$ cat src/rtl/rvh_tlb_miss_sched_pkg.sv
// Shared definitions for the DTLB/ITLB miss scheduler: FSM state encoding
// and default sizing for the ITLB anti-starvation counter.
package rvh_tlb_miss_sched_pkg;

  localparam int unsigned STARVE_LIMIT_DEF     = 4;
  localparam int unsigned STARVE_CNT_WIDTH_DEF = 4;
  localparam int unsigned STATE_W              = 3;

  typedef enum logic [STATE_W-1:0] {
    ST_IDLE   = 3'd0,
    ST_D_BUSY = 3'd1,
    ST_I_BUSY = 3'd2,
    ST_DRAIN  = 3'd3,
    ST_FLUSH  = 3'd4,
    ST_GRANT  = 3'd5
  } sched_state_e;

endpackage

$ cat src/rtl/rvh_tlb_miss_sched.sv
// Miss scheduler sharing the single rvh_mmu translation path between the
// DTLB and ITLB miss ports. Keeps at most one walk outstanding, prefers
// DTLB with an ITLB anti-starvation counter, and drains any in-flight walk
// before forwarding an sfence.vma flush to the MMU.
//
// Ports:
//   clk, rstn                      clock, synchronous active-low reset
//   dtlb/itlb_miss_req_vld_i       miss request pending from each TLB
//   dtlb/itlb_miss_req_rdy_o       miss accepted (handshake back to TLB)
//   mmu_dtlb/itlb_req_vld_o        gated request towards rvh_mmu
//   mmu_dtlb/itlb_req_rdy_i        rvh_mmu ready per port
//   mmu_dtlb/itlb_resp_vld_i       walk completion per port
//   flush_vld_i / flush_grant_o    flush request (held) / one-cycle completion
//   mmu_flush_vld_o / _grant_i     flush towards rvh_mmu / MMU flush done
//   busy_o                         walk outstanding or flush in progress
module rvh_tlb_miss_sched
  import rvh_tlb_miss_sched_pkg::*;
#(
  parameter int unsigned STARVE_LIMIT     = STARVE_LIMIT_DEF,
  parameter int unsigned STARVE_CNT_WIDTH = STARVE_CNT_WIDTH_DEF
) (
  input  logic clk,
  input  logic rstn,
  input  logic dtlb_miss_req_vld_i,
  input  logic itlb_miss_req_vld_i,
  output logic dtlb_miss_req_rdy_o,
  output logic itlb_miss_req_rdy_o,
  output logic mmu_dtlb_req_vld_o,
  output logic mmu_itlb_req_vld_o,
  input  logic mmu_dtlb_req_rdy_i,
  input  logic mmu_itlb_req_rdy_i,
  input  logic mmu_dtlb_resp_vld_i,
  input  logic mmu_itlb_resp_vld_i,
  input  logic flush_vld_i,
  output logic mmu_flush_vld_o,
  input  logic mmu_flush_grant_i,
  output logic flush_grant_o,
  output logic busy_o
);

  sched_state_e                state_q, state_d;
  logic                        drain_is_i_q, drain_is_i_d;
  logic [STARVE_CNT_WIDTH-1:0] starve_cnt_q, starve_cnt_d;
  logic                        flush_grant_q;

  logic idle, starved, pick_i, pick_d, dtlb_hs, itlb_hs;

  // Winner selection and request gating; only meaningful in IDLE.
  always_comb begin
    idle    = (state_q == ST_IDLE);
    starved = (starve_cnt_q >= STARVE_CNT_WIDTH'(STARVE_LIMIT));
    pick_i  = itlb_miss_req_vld_i & (~dtlb_miss_req_vld_i | starved);
    pick_d  = dtlb_miss_req_vld_i & ~pick_i;

    // rstn gating keeps every output low while reset is being applied.
    mmu_dtlb_req_vld_o  = rstn & idle & ~flush_vld_i & pick_d;
    mmu_itlb_req_vld_o  = rstn & idle & ~flush_vld_i & pick_i;
    dtlb_hs             = mmu_dtlb_req_vld_o & mmu_dtlb_req_rdy_i;
    itlb_hs             = mmu_itlb_req_vld_o & mmu_itlb_req_rdy_i;
    dtlb_miss_req_rdy_o = dtlb_hs;
    itlb_miss_req_rdy_o = itlb_hs;

    mmu_flush_vld_o = rstn & (state_q == ST_FLUSH);
    busy_o          = rstn & ~idle;
    flush_grant_o   = rstn & flush_grant_q;
  end

  // Next-state, drain side and starvation counter.
  always_comb begin
    state_d      = state_q;
    drain_is_i_d = drain_is_i_q;
    starve_cnt_d = starve_cnt_q;

    case (state_q)
      ST_IDLE: begin
        if (flush_vld_i)  state_d = ST_FLUSH;
        else if (dtlb_hs) state_d = ST_D_BUSY;
        else if (itlb_hs) state_d = ST_I_BUSY;

        if (itlb_hs || !itlb_miss_req_vld_i) begin
          starve_cnt_d = '0;
        end else if (dtlb_hs && (starve_cnt_q != {STARVE_CNT_WIDTH{1'b1}})) begin
          starve_cnt_d = starve_cnt_q + STARVE_CNT_WIDTH'(1);
        end
      end
      ST_D_BUSY: begin
        if (mmu_dtlb_resp_vld_i) begin
          state_d = flush_vld_i ? ST_FLUSH : ST_IDLE;
        end else if (flush_vld_i) begin
          state_d      = ST_DRAIN;
          drain_is_i_d = 1'b0;
        end
      end
      ST_I_BUSY: begin
        if (mmu_itlb_resp_vld_i) begin
          state_d = flush_vld_i ? ST_FLUSH : ST_IDLE;
        end else if (flush_vld_i) begin
          state_d      = ST_DRAIN;
          drain_is_i_d = 1'b1;
        end
      end
      // Flush is pending; wait only for the response of the outstanding side.
      ST_DRAIN: begin
        if (drain_is_i_q ? mmu_itlb_resp_vld_i : mmu_dtlb_resp_vld_i) begin
          state_d = ST_FLUSH;
        end
      end
      ST_FLUSH: begin
        if (mmu_flush_grant_i) state_d = ST_GRANT;
      end
      ST_GRANT: state_d = ST_IDLE;
      default:  state_d = ST_IDLE;
    endcase
  end

  // State registers.
  always_ff @(posedge clk) begin
    if (!rstn) begin
      state_q       <= ST_IDLE;
      drain_is_i_q  <= 1'b0;
      starve_cnt_q  <= '0;
      flush_grant_q <= 1'b0;
    end else begin
      state_q       <= state_d;
      drain_is_i_q  <= drain_is_i_d;
      starve_cnt_q  <= starve_cnt_d;
      flush_grant_q <= (state_d == ST_GRANT);
    end
  end

endmodule

$ cat config.mk
export PLATFORM = sky130hd
export DESIGN_NAME = rvh_tlb_miss_sched
export DESIGN_NICKNAME = d
export VERILOG_FILES = /design/src/rtl/rvh_tlb_miss_sched_pkg.sv /design/src/rtl/rvh_tlb_miss_sched.sv
export SDC_FILE = /design/constraint.sdc
export NUM_CORES = 1
export LEC_CHECK = 0
export BUFFER_PORTS_ARGS = -buffer_cell sky130_fd_sc_hd__buf_2
export CAP_MARGIN = 0
export CORE_UTILIZATION = 39
export DETAILED_ROUTE_END_ITERATION = 12
export GPL_TIMING_DRIVEN = 0
export HOLD_SLACK_MARGIN = 0.03
export PLACE_DENSITY = 0.65
export REMOVE_ABC_BUFFERS = 1
export SETUP_SLACK_MARGIN = 0.3
export SYNTH_ARGS = -nofsm -noshare
export SYNTH_HDL_FRONTEND = slang
export SYNTH_SLANG_ARGS = --single-unit
export TNS_END_PERCENT = 5
$ cat constraint.sdc
create_clock -name clk -period 1.8 [get_ports clk]
set_input_delay 0 -clock clk [delete_from_list [all_inputs] [get_ports clk]]
set_output_delay 0 -clock clk [all_outputs]
set_load 0.005 [all_outputs]
==> impl_results.md, run 1 <==
* H-tree levels at 1
* Fin crit share at slightly above 80%
* Row cnt at 13
* Clk_skew at 0.00511 ns
* Logic pwr share at 17.1%
* Post-layout util at a little over half
* Cell-internal power at 0.327 mW
* Total track usage at between 20% and 30%
* Sink Count at 9
* Routed met1 length at ~680 µm
* Cts bufs inserted at 3
* Rel. slew slack at between 80 and 90%
* Post-synth cell types at 33
* DP HPWL at 1040 µm
* Routed WL at ~1400 µm
* Min Hold Slack at approximately 0.072 ns
* # IOs at 17
* Number of global-route vias before repair at 521
* Slowest cell on crit path: dfxtp_1
* Area Growth Syn to Fin at 21.3%
* Fin. max-slew vios at 0
* Clk buf depth at 2
* Clk root buf: clkbuf_4
* Die Span X at 40.8 µm
* PortBufs at 16
* Seq pwr share at between 40% and 50%
* Fill count at about 140
* Status: completed
* Top Layer Used: met4
* Yosys warns at 0
* Global placement routability congestion at about 0.78
* Grt ovf at 0
* Initial detailed-routing violation count at 23
* Asr flop ratio synth at 0%
* Psw at ~0.12 mW
* DR vias at 595
* CP arrival at approximately 1.7 ns
* CTS clk-pin slew, worst paths at around 0.060 ns
* Placed Area at ~680 µm²
* Vias per cell at ~5.8
* Antenna cell count at 0
* Synthesis-stage register bit count at 9
* Max-cap check violation count at 0
* Pwr dens at 629 nW/µm²
* Prevailing post-synth register cell: dfxtp_1
* # nets final at between 90 and 100
* Post-CTS setup buffer count at 0
* Leakage power at about 0.31 nW
* Commonest cells post-synth: dfxtp_1, a21oi_1, nor2_1, nand2_1
* Final instance area at ~710 µm²
* Initial Utilization at 43.5%
* Critical path cell sequence: or3b_1 -> o2bb2a_4 -> a311oi_2
* Share of layout cells above drive strength 1 at 31.0%
* Post-route ant nets at 0
* Die Span Y at 40.8 µm
* Mapped cell area at slightly below 600 µm²
* Total core area at 1350 µm²
* Clock power frac at approximately a third
* CTS tree: built
* Worst EP required at ~2.0 ns
* VDD IR max at between 400 and 500 µV
* Drt drc at 0
* CP endpoint kind: register
* Fin. Hold Viols at 0
* Sequential share of the synthesized area at between 30 and 40%
* Worst hold path type: in2reg
* Met3 wire length at about 70 µm
* Switch share at a little over a quarter
* Die area at ~1700 µm²
* Wirelength per Cell at about 14 µm
* CP startpoint kind: register
* Critical path class: reg2reg
* CP max stage delay at about 0.5 ns
* First-pass GRT wire length at 2240 µm
* Met2 wire len at roughly 660 µm
* Largest area contributor in the netlist: dfxtp_1
* DR pass1 iterations at 4
* Synth top area share at a little over 30%
* Syn Inst Count at 69
* RSZ-0062 raised after global routing: true
* Final setup fails at 0
* Setup_tns at 0 ns
* CP max FO at 9
* Synth Area per Inst at between 8 and 9 µm²
* Synth area leaders: dfxtp_1, a21oi_1, nor2_1
* FMAX at between 0.6 and 0.7 GHz
* Initial antenna violation count at 0
* Largest net degree at the start of global routing at 12
* Number of enable flip-flop cells after synthesis at 0
* Most numerous cell in the Yosys netlist: dfxtp_1
* Clock Latency Late Sink at approximately 0.26 ns
* Cts hold-fix bufs at 0
* Min cycle time layout at 1.49 ns
* Slew @ Worst Pin at 0.282 ns
[stage by stage]
step | total power [mW] | worst slack, ns | std cells
after floorplan | 0.261 | 0.462 | 67
after global placement | 0.291 | 0.310 | 98
after detailed placement | 0.293 | 0.266 | 98
after CTS | 0.450 | 0.296 | 102
after global routing | 0.481 | 0.240 | 102
final | 0.448 | 0.305 | 102
[critical path: cells and delay by family (launching register included)]
family | cells | cell delay, ns
AOI/OAI and AO/OA | 2 | 0.49
DFF | 1 | 0.49
and+or+nand+nor | 1 | 0.44
[layer usage]
| layer | track usage [%] | vias to the layer above |
|---|---|---|
| li1 | - | 299 |
| met1 | 26.7 | 280 |
| met2 | 32.0 | 14 |
| met3 | 8.15 | 2 |
| met4 | 5.83 | 0 |
| met5 | 0 | - |
[kinds of logic (layout without fill, tap and decap cells)]
logic type | Yosys count | count (layout) | synth area share [%]
simple gates | 35 | 35 | 38.8
compound gates | 18 | 18 | 23.0
flops | 9 | 9 | 30.7
buf+inv | 5 | 23 | 3.62
fa+ha+maj | 1 | 1 | 2.13
mux | 1 | 1 | 1.71
[power groups by stage]
stage | Sequential (mW) | Clock (mW) | Combinational [mW]
5_1_grt | 0.218 | 0.177 | 0.0858
3_3_place_gp | 0.220 | 0 | 0.0718
4_1_cts | 0.216 | 0.159 | 0.0754
6_report | 0.217 | 0.154 | 0.0765
3_5_place_dp | 0.219 | 0 | 0.0732
2_1_floorplan | 0.216 | 0 | 0.0451
[sequential cells by signal, indices dropped and copies added, names as in the netlist]
signal         cells
flush_grant_q      1
starve_cnt_q       4
state_q            3
drain_is_i_q       1
[repair_timing]
action | in CTS | in global routing
pin swaps | 0 | 1
gates resized for setup | 1 | 2
endpoints found under the setup margin | 5 | 11
[worst paths after layout]
kind	depth (start not counted)	slack, ns	end	startpoint
worst min register to register	2	0.51	starve_cnt_q[1]	starve_cnt_q[1]
worst max-delay path	3	0.31	state_q[1]	state_q[0]
worst max register to register	3	0.31	state_q[1]	state_q[0]
worst min-delay path	3	0.07	state_q[1]	mmu_itlb_req_rdy_i
[final cells by class]
type / count / area [µm²] / share of cell area [%]
Sequential cell: 9 / 181 / 25.5
Inverter: 3 / 11.3 / 1.58
Tap cell: 15 / 18.8 / 2.64
Multi-Input combinational cell: 55 / 394 / 55.4
Timing Repair Buffer: 16 / 80.1 / 11.2
Clock buffer: 4 / 26.3 / 3.69
[placed cells by master, fill, tap and decap left out, drive strengths merged]
cell,Yosys,routed
a32oi,1,1
and4,2,2
ha,1,1
a21oi,7,7
a311oi,1,1
nand4,2,2
clkbuf,1,4
nor2,7,7
dfxtp,9,9
a32o,1,1
o2bb2a,1,1
mux2i,1,1
buf,1,16
and2,1,1
and3b,1,1
a41oi,1,1
nor3b,3,3
nand2,4,4
o21a,1,1
nand2b,3,3
o21ai,3,3
a21o,1,1
nand3,3,3
nor2b,1,1
and4bb,1,1
inv,3,3
and3,1,1
nor3,2,2
nand4bb,1,1
or3b,3,3
a211oi,1,1
(Power assumes the default switching activity.)
==> run 2: changes to the inputs <==
Settings changed: PLACE_DENSITY 0.65 to 0.67.
Clock period 1.8 ns to 1.2 ns, I/O delays scaled along.
==> impl_results.md, run 2 (same netlist as run 1, synthesis figures left out) <==
* Largest net degree at the start of global routing at 12 (unchanged)
* Clock Latency Late Sink at 0.27 ns (about the same)
* Slowest cell on crit path: or3b_4
* Top Family by Delay on Critical Path: simple AND/OR/NAND/NOR gates
* Sink Count at 9 (unchanged)
* CTS tree: built
* Cts bufs inserted at 3 (unchanged)
* Final setup fails at 13 (+13)
* Number of global-route vias before repair at 539 (+3.5%)
* Post-route ant nets at 0 (unchanged)
* # IOs at 17 (unchanged)
* Die Span Y at 40.8 µm (unchanged)
* PortBufs at 16 (unchanged)
* DP HPWL at 1030 µm (-0.63%)
* Initial Utilization at 43.5% (unchanged)
* WP buf/inv at 2 (+2)
* Worst EP required at 1.20 ns (-0.78 ns)
* Clock power frac at 34.7% (+0.3 points)
* Setup ws final at -0.200 ns (-0.505 ns)
* Drt drc at 0 (unchanged)
* Switch share at 29.5% (+2.4 points)
* Logic pwr share at 21.8% (+4.7 points)
* Initial detailed-routing violation count at 36 (+57%)
* Fin crit share at 117%
* Fin. max-slew vios at 0 (unchanged)
* Min cycle time layout at around 1.4 ns
* Row cnt at 13 (unchanged)
* RSZ-0062 raised after global routing: true
* Die Span X at 40.8 µm (unchanged)
* CP endpoint kind: output port
* Total core area at 1350 µm² (unchanged)
* Placed Area at 676 µm² (unchanged)
* Clk_skew at 0.00258 ns (-0.00252 ns)
* DR vias at 640 (+7.6%)
* Die area at 1660 µm² (unchanged)
* CP max stage delay at 0.37 ns (-0.12 ns)
* Routed WL at 1600 µm (+12%)
* Cell-internal power at 0.514 mW (+57%)
* Critical path cell sequence: or3b_4 -> and4_4 -> nand2_4 -> inv_2 -> buf_6
* Worst hold path type: in2reg
* # nets final at 107 (+8.1%)
* Seq pwr share at 43.5% (-5.0 points)
* H-tree levels at 1 (unchanged)
* CP arrival at 1.40 ns (-0.27 ns)
* Vias per cell at 5.82 (-0.26%)
* Initial antenna violation count at 0 (unchanged)
* Status: finished with violations
* Commonest non-fill, non-tap cell in the layout: buf_2
* Largest register FFs at 4 (unchanged)
* VDD IR max at 450 µV (-5.7%)
* CTS clk-pin slew, worst paths at 0.06 ns (about the same)
* Clk buf depth at 2 (unchanged)
* Cts hold-fix bufs at 0 (unchanged)
* DR pass1 iterations at 4 (unchanged)
* Regs by FF count: starve_cnt_q: 4 flops, state_q: 3 flops
* Pwr dens at 861 nW/µm² (+37%)
* Most flop-heavy register: starve_cnt_q
* Clk root buf: clkbuf_4
* Wirelength per Cell at 14.5 µm (+4.3%)
* FMAX at around 0.71 GHz
* CP startpoint kind: register
* Slew @ Worst Pin at 0.303 ns (+0.0211 ns)
* Most frequent cells in the layout: buf_2, buf_4, a21oi_1, nor2_1, dfxtp_4
* Max-cap check violation count at 0 (unchanged)
* Critical path class: reg2out
* CP max FO at 4 (-5)
* Final instance area at 846 µm² (+19%)
* Share of layout cells above drive strength 1 at 51.6% (+21 points)
* Total track usage at 23.1% (+2.2 points)
* Rel. slew slack at 79.2% (-1.4 points)
* Grt ovf at 0 (unchanged)
* Post-layout util at 62.7% (+9.9 points)
* First-pass GRT wire length at 2390 µm (+6.8%)
* Violated checks: setup timing
* Psw at 0.215 mW (+77%)
* Area Growth Syn to Fin at 44.1%
* Leakage power at 0.366 nW (+19%)
* Global placement routability congestion at 0.861 (+11%)
* Antenna cell count at 0 (unchanged)
* Fin. Hold Viols at 0 (unchanged)
## run 2: path summary, 6_finish.rpt
path	startpoint	to	slack, ns	cells past startpoint
max	starve_cnt_q[2]	itlb_miss_req_rdy_o	-0.20	5
min	itlb_miss_req_vld_i	starve_cnt_q[1]	0.06	3
max reg2reg	state_q[2]	starve_cnt_q[0]	-0.18	4
min reg2reg	starve_cnt_q[0]	starve_cnt_q[0]	0.49	2
## run 2: layout make-up
cell class                 count  area, µm²
timing repair buffer          24        159
inverter                       3       11.3
fill                         105        504
sequential                     9        198
tap                           15       18.8
multi-input combinational     55        433
clock buffer                   4       26.3
## run 2: power by group through the flow
stage / Clock, mW / Sequential, mW / Combinational, mW
after floorplan: 0 / 0.325 / 0.0676
after global placement: 0 / 0.329 / 0.108
after CTS: 0.258 / 0.325 / 0.124
final: 0.253 / 0.317 / 0.159
after global routing: 0.276 / 0.318 / 0.173
after detailed placement: 0 / 0.330 / 0.110
## run 2: repair_timing
action / 4_1_cts / 5_1_grt
endpoints found under the setup margin: 15 / 15
resized for setup: 18 / 10
endpoints found under the hold margin: 0 / 0
buffers inserted: 2 / 6
pin swaps: 10 / 6
## run 2: routing by layer
layer / part of all wire (%) / vias up / global-route usage (%) / wire length [µm]
li1: - / 310 / - / -
met1: 45 / 297 / 29.6 / 721
met2: 47 / 29 / 33.2 / 754
met3: 5.8 / 4 / 8.15 / 93
met4: 1.8 / 0 / 12.5 / 29
met5: 0 / - / 0 / 0
## run 2: stage by stage
step	instances	total power, mW	worst slack (ns)	TNS [ns]	hold slack (ns)
floorplan	67	0.392	-0.138	-0.691	0.0513
global placement	98	0.437	-0.296	-1.95	0.301
detailed placement	98	0.440	-0.311	-2.04	0.322
CTS	104	0.707	-0.188	-1.36	0.0477
global route	110	0.767	-0.240	-2.20	0.0549
finish	110	0.728	-0.200	-1.49	0.0631
## run 2: worst min-delay path: stages
cell,delay [ns]
buf_2,0.14
nand4_1,0.09
a21oi_1,0.06
==> run 3: changes to the inputs <==
Settings changed: SETUP_SLACK_MARGIN 0.3 to not set.
==> impl_results.md, run 3 (same netlist as run 1, synthesis figures left out) <==
* Worst EP required at 1.20 ns (about the same)
* Clk_skew at 0.00133 ns (-0.00126 ns)
* Number of global-route vias before repair at 539 (unchanged)
* Cts hold-fix bufs at 0 (unchanged)
* Initial antenna violation count at 0 (unchanged)
* # nets final at 107 (unchanged)
* Status: finished with violations
* Worst hold path type: in2reg
* Sink Count at 9 (unchanged)
* Register area at 198 µm² (unchanged)
* CP startpoint kind: register
* Setup ws final at -0.191 ns (+0.00823 ns)
* VDD IR max at 453 µV (+0.73%)
* Fin crit share at 116% (-0.69 points)
* Final instance area at 835 µm² (-1.3%)
* Max-cap check violation count at 0 (unchanged)
* Rel. slew slack at 79.4% (+0.16 points)
* CTS clk-pin slew, worst paths at 0.07 ns (about the same)
* Violated checks: setup timing
* Placed Area at 676 µm² (unchanged)
* Fin. max-slew vios at 0 (unchanged)
* Critical path class: reg2out
* RSZ-0062 raised after global routing: true
* Global placement routability congestion at 0.861 (unchanged)
* Crit path from: starve_cnt_q[2]
* Die Span X at 40.8 µm (unchanged)
* Initial detailed-routing violation count at 23 (-36%)
* FF-to-FF Start: state_q[0]
* CP arrival at 1.39 ns (about the same)
* Vias per cell at 5.87 (+0.94%)
* FMAX at 0.719 GHz (+0.59%)
* DR vias at 646 (+0.94%)
* WHS Endpoint: starve_cnt_q[1]
* Multi-input gate area at 428 µm² (-1.2%)
* Pwr dens at 867 nW/µm² (+0.67%)
* DR pass1 iterations at 4 (unchanged)
* Leakage power at 0.366 nW (+0.13%)
* Total core area at 1350 µm² (unchanged)
* Largest register FFs at 4 (unchanged)
* Clock Latency Late Sink at 0.27 ns (about the same)
* Pwr Total at 0.723 mW (-0.67%)
* Final setup fails at 13 (unchanged)
* Cts bufs inserted at 3 (unchanged)
* Grt ovf at 0 (unchanged)
* Share of layout cells above drive strength 1 at 50.5% (-1.1 points)
* Fill count at 108 (+2.9%)
* DP HPWL at 1030 µm (unchanged)
* CTS tree: built
* Placed insts at 98 (unchanged)
* Clk root buf: clkbuf_4
* Drt drc at 0 (unchanged)
* PortBufs at 16 (unchanged)
* Commonest non-fill, non-tap cell in the layout: buf_2
* Worst R2R Setup Slack at -0.17 ns (about the same)
* Total track usage at 23.1% (unchanged)
* Initial Utilization at 43.5% (unchanged)
* Die area at 1660 µm² (unchanged)
* First-pass GRT wire length at 2390 µm (unchanged)
* Hold path depth at 3 (unchanged)
* Slew @ Worst Pin at 0.301 ns (-0.00227 ns)
* Antenna cell count at 0 (unchanged)
* Worst Hold Launch: itlb_miss_req_vld_i
* Regs by FF count: starve_cnt_q: 4 flops, state_q: 3 flops
* Post-route ant nets at 0 (unchanged)
* CP max FO at 4 (unchanged)
* Fin. Hold Viols at 0 (unchanged)
* # IOs at 17 (unchanged)
* Die Span Y at 40.8 µm (unchanged)
* CP endpoint kind: output port
* Area Growth Syn to Fin at 42.2%
* Clk buf depth at 2 (unchanged)
* Setup Slack @ Placement at -0.311 ns (unchanged)
* H-tree levels at 1 (unchanged)
* Min cycle time layout at 1.39 ns (-0.00823 ns)
* Routed WL at 1590 µm (-0.56%)
* Most frequent cells in the layout: buf_2, buf_4, a21oi_1, nor2_1, dfxtp_4
* Largest net degree at the start of global routing at 12 (unchanged)
* Finished Layout Cells at 110 (unchanged)
* Most flop-heavy register: starve_cnt_q
* Reg2reg path depth at 3 (-1)
* Row cnt at 13 (unchanged)
* Critical R2R Capture: state_q[1]
* Wirelength per Cell at 14.4 µm (-0.56%)
[run 3: layout make-up]
class | instances | share of cell area, %
multi-input combinational | 55 | 51.3
clock buffer | 4 | 3.15
timing repair buffer | 24 | 18.3
tap | 15 | 2.25
sequential | 9 | 23.7
inverter | 3 | 1.35
[run 3: metal layers]
metal,track usage (%),share of wire [%],vias to the layer above,wire length (µm)
met4,12.5,1.8,0,29
met1,29.6,46,302,733
met3,8.15,5.9,4,94
met5,0,0,-,0
li1,-,-,309,-
met2,33.2,46,31,731
[run 3: critical path, cell delays in order (launching register included)]
cell and delay (ns):
dfxtp_4 0.36, or3b_4 0.37, and4_4 0.20, nand2_4 0.06, inv_2 0.03, buf_6 0.10
[run 3: per-stage QoR]
stage | util, % | setup TNS [ns] | hold slack [ns]
after CTS | 56.6 | -1.36 | 0.0477
after global routing | 61.8 | -2.21 | 0.0549
after global placement | 50.0 | -1.95 | 0.301
final | 61.8 | -1.48 | 0.0628
after floorplan | - | -0.691 | 0.0513
after detailed placement | 50.0 | -2.04 | 0.322
[run 3: timing repair]
action	4_1_cts	5_1_grt
hold endpoints to repair	0	0
setup endpoints to repair	14	14
resized for setup	18	8
setup buffers	2	6
pin swaps	10	4
[run 3: worst max-delay path by stage]
stage | cells past startpoint | slack (ns) | endpoint
after floorplan | 4 | -0.14 | starve_cnt_q[0]
after global placement | 4 | -0.30 | starve_cnt_q[0]
after detailed placement | 4 | -0.31 | starve_cnt_q[0]
after CTS | 5 | -0.19 | itlb_miss_req_rdy_o
after global routing | 5 | -0.24 | itlb_miss_req_rdy_o
final | 5 | -0.19 | itlb_miss_req_rdy_o
[run 3: power breakdown]
group	switching (mW)	total, mW	internal, mW
clock network	0.125	0.254	0.129
registers	0.0143	0.317	0.302
logic	0.0759	0.153	0.0772
total	0.215	0.723	0.509
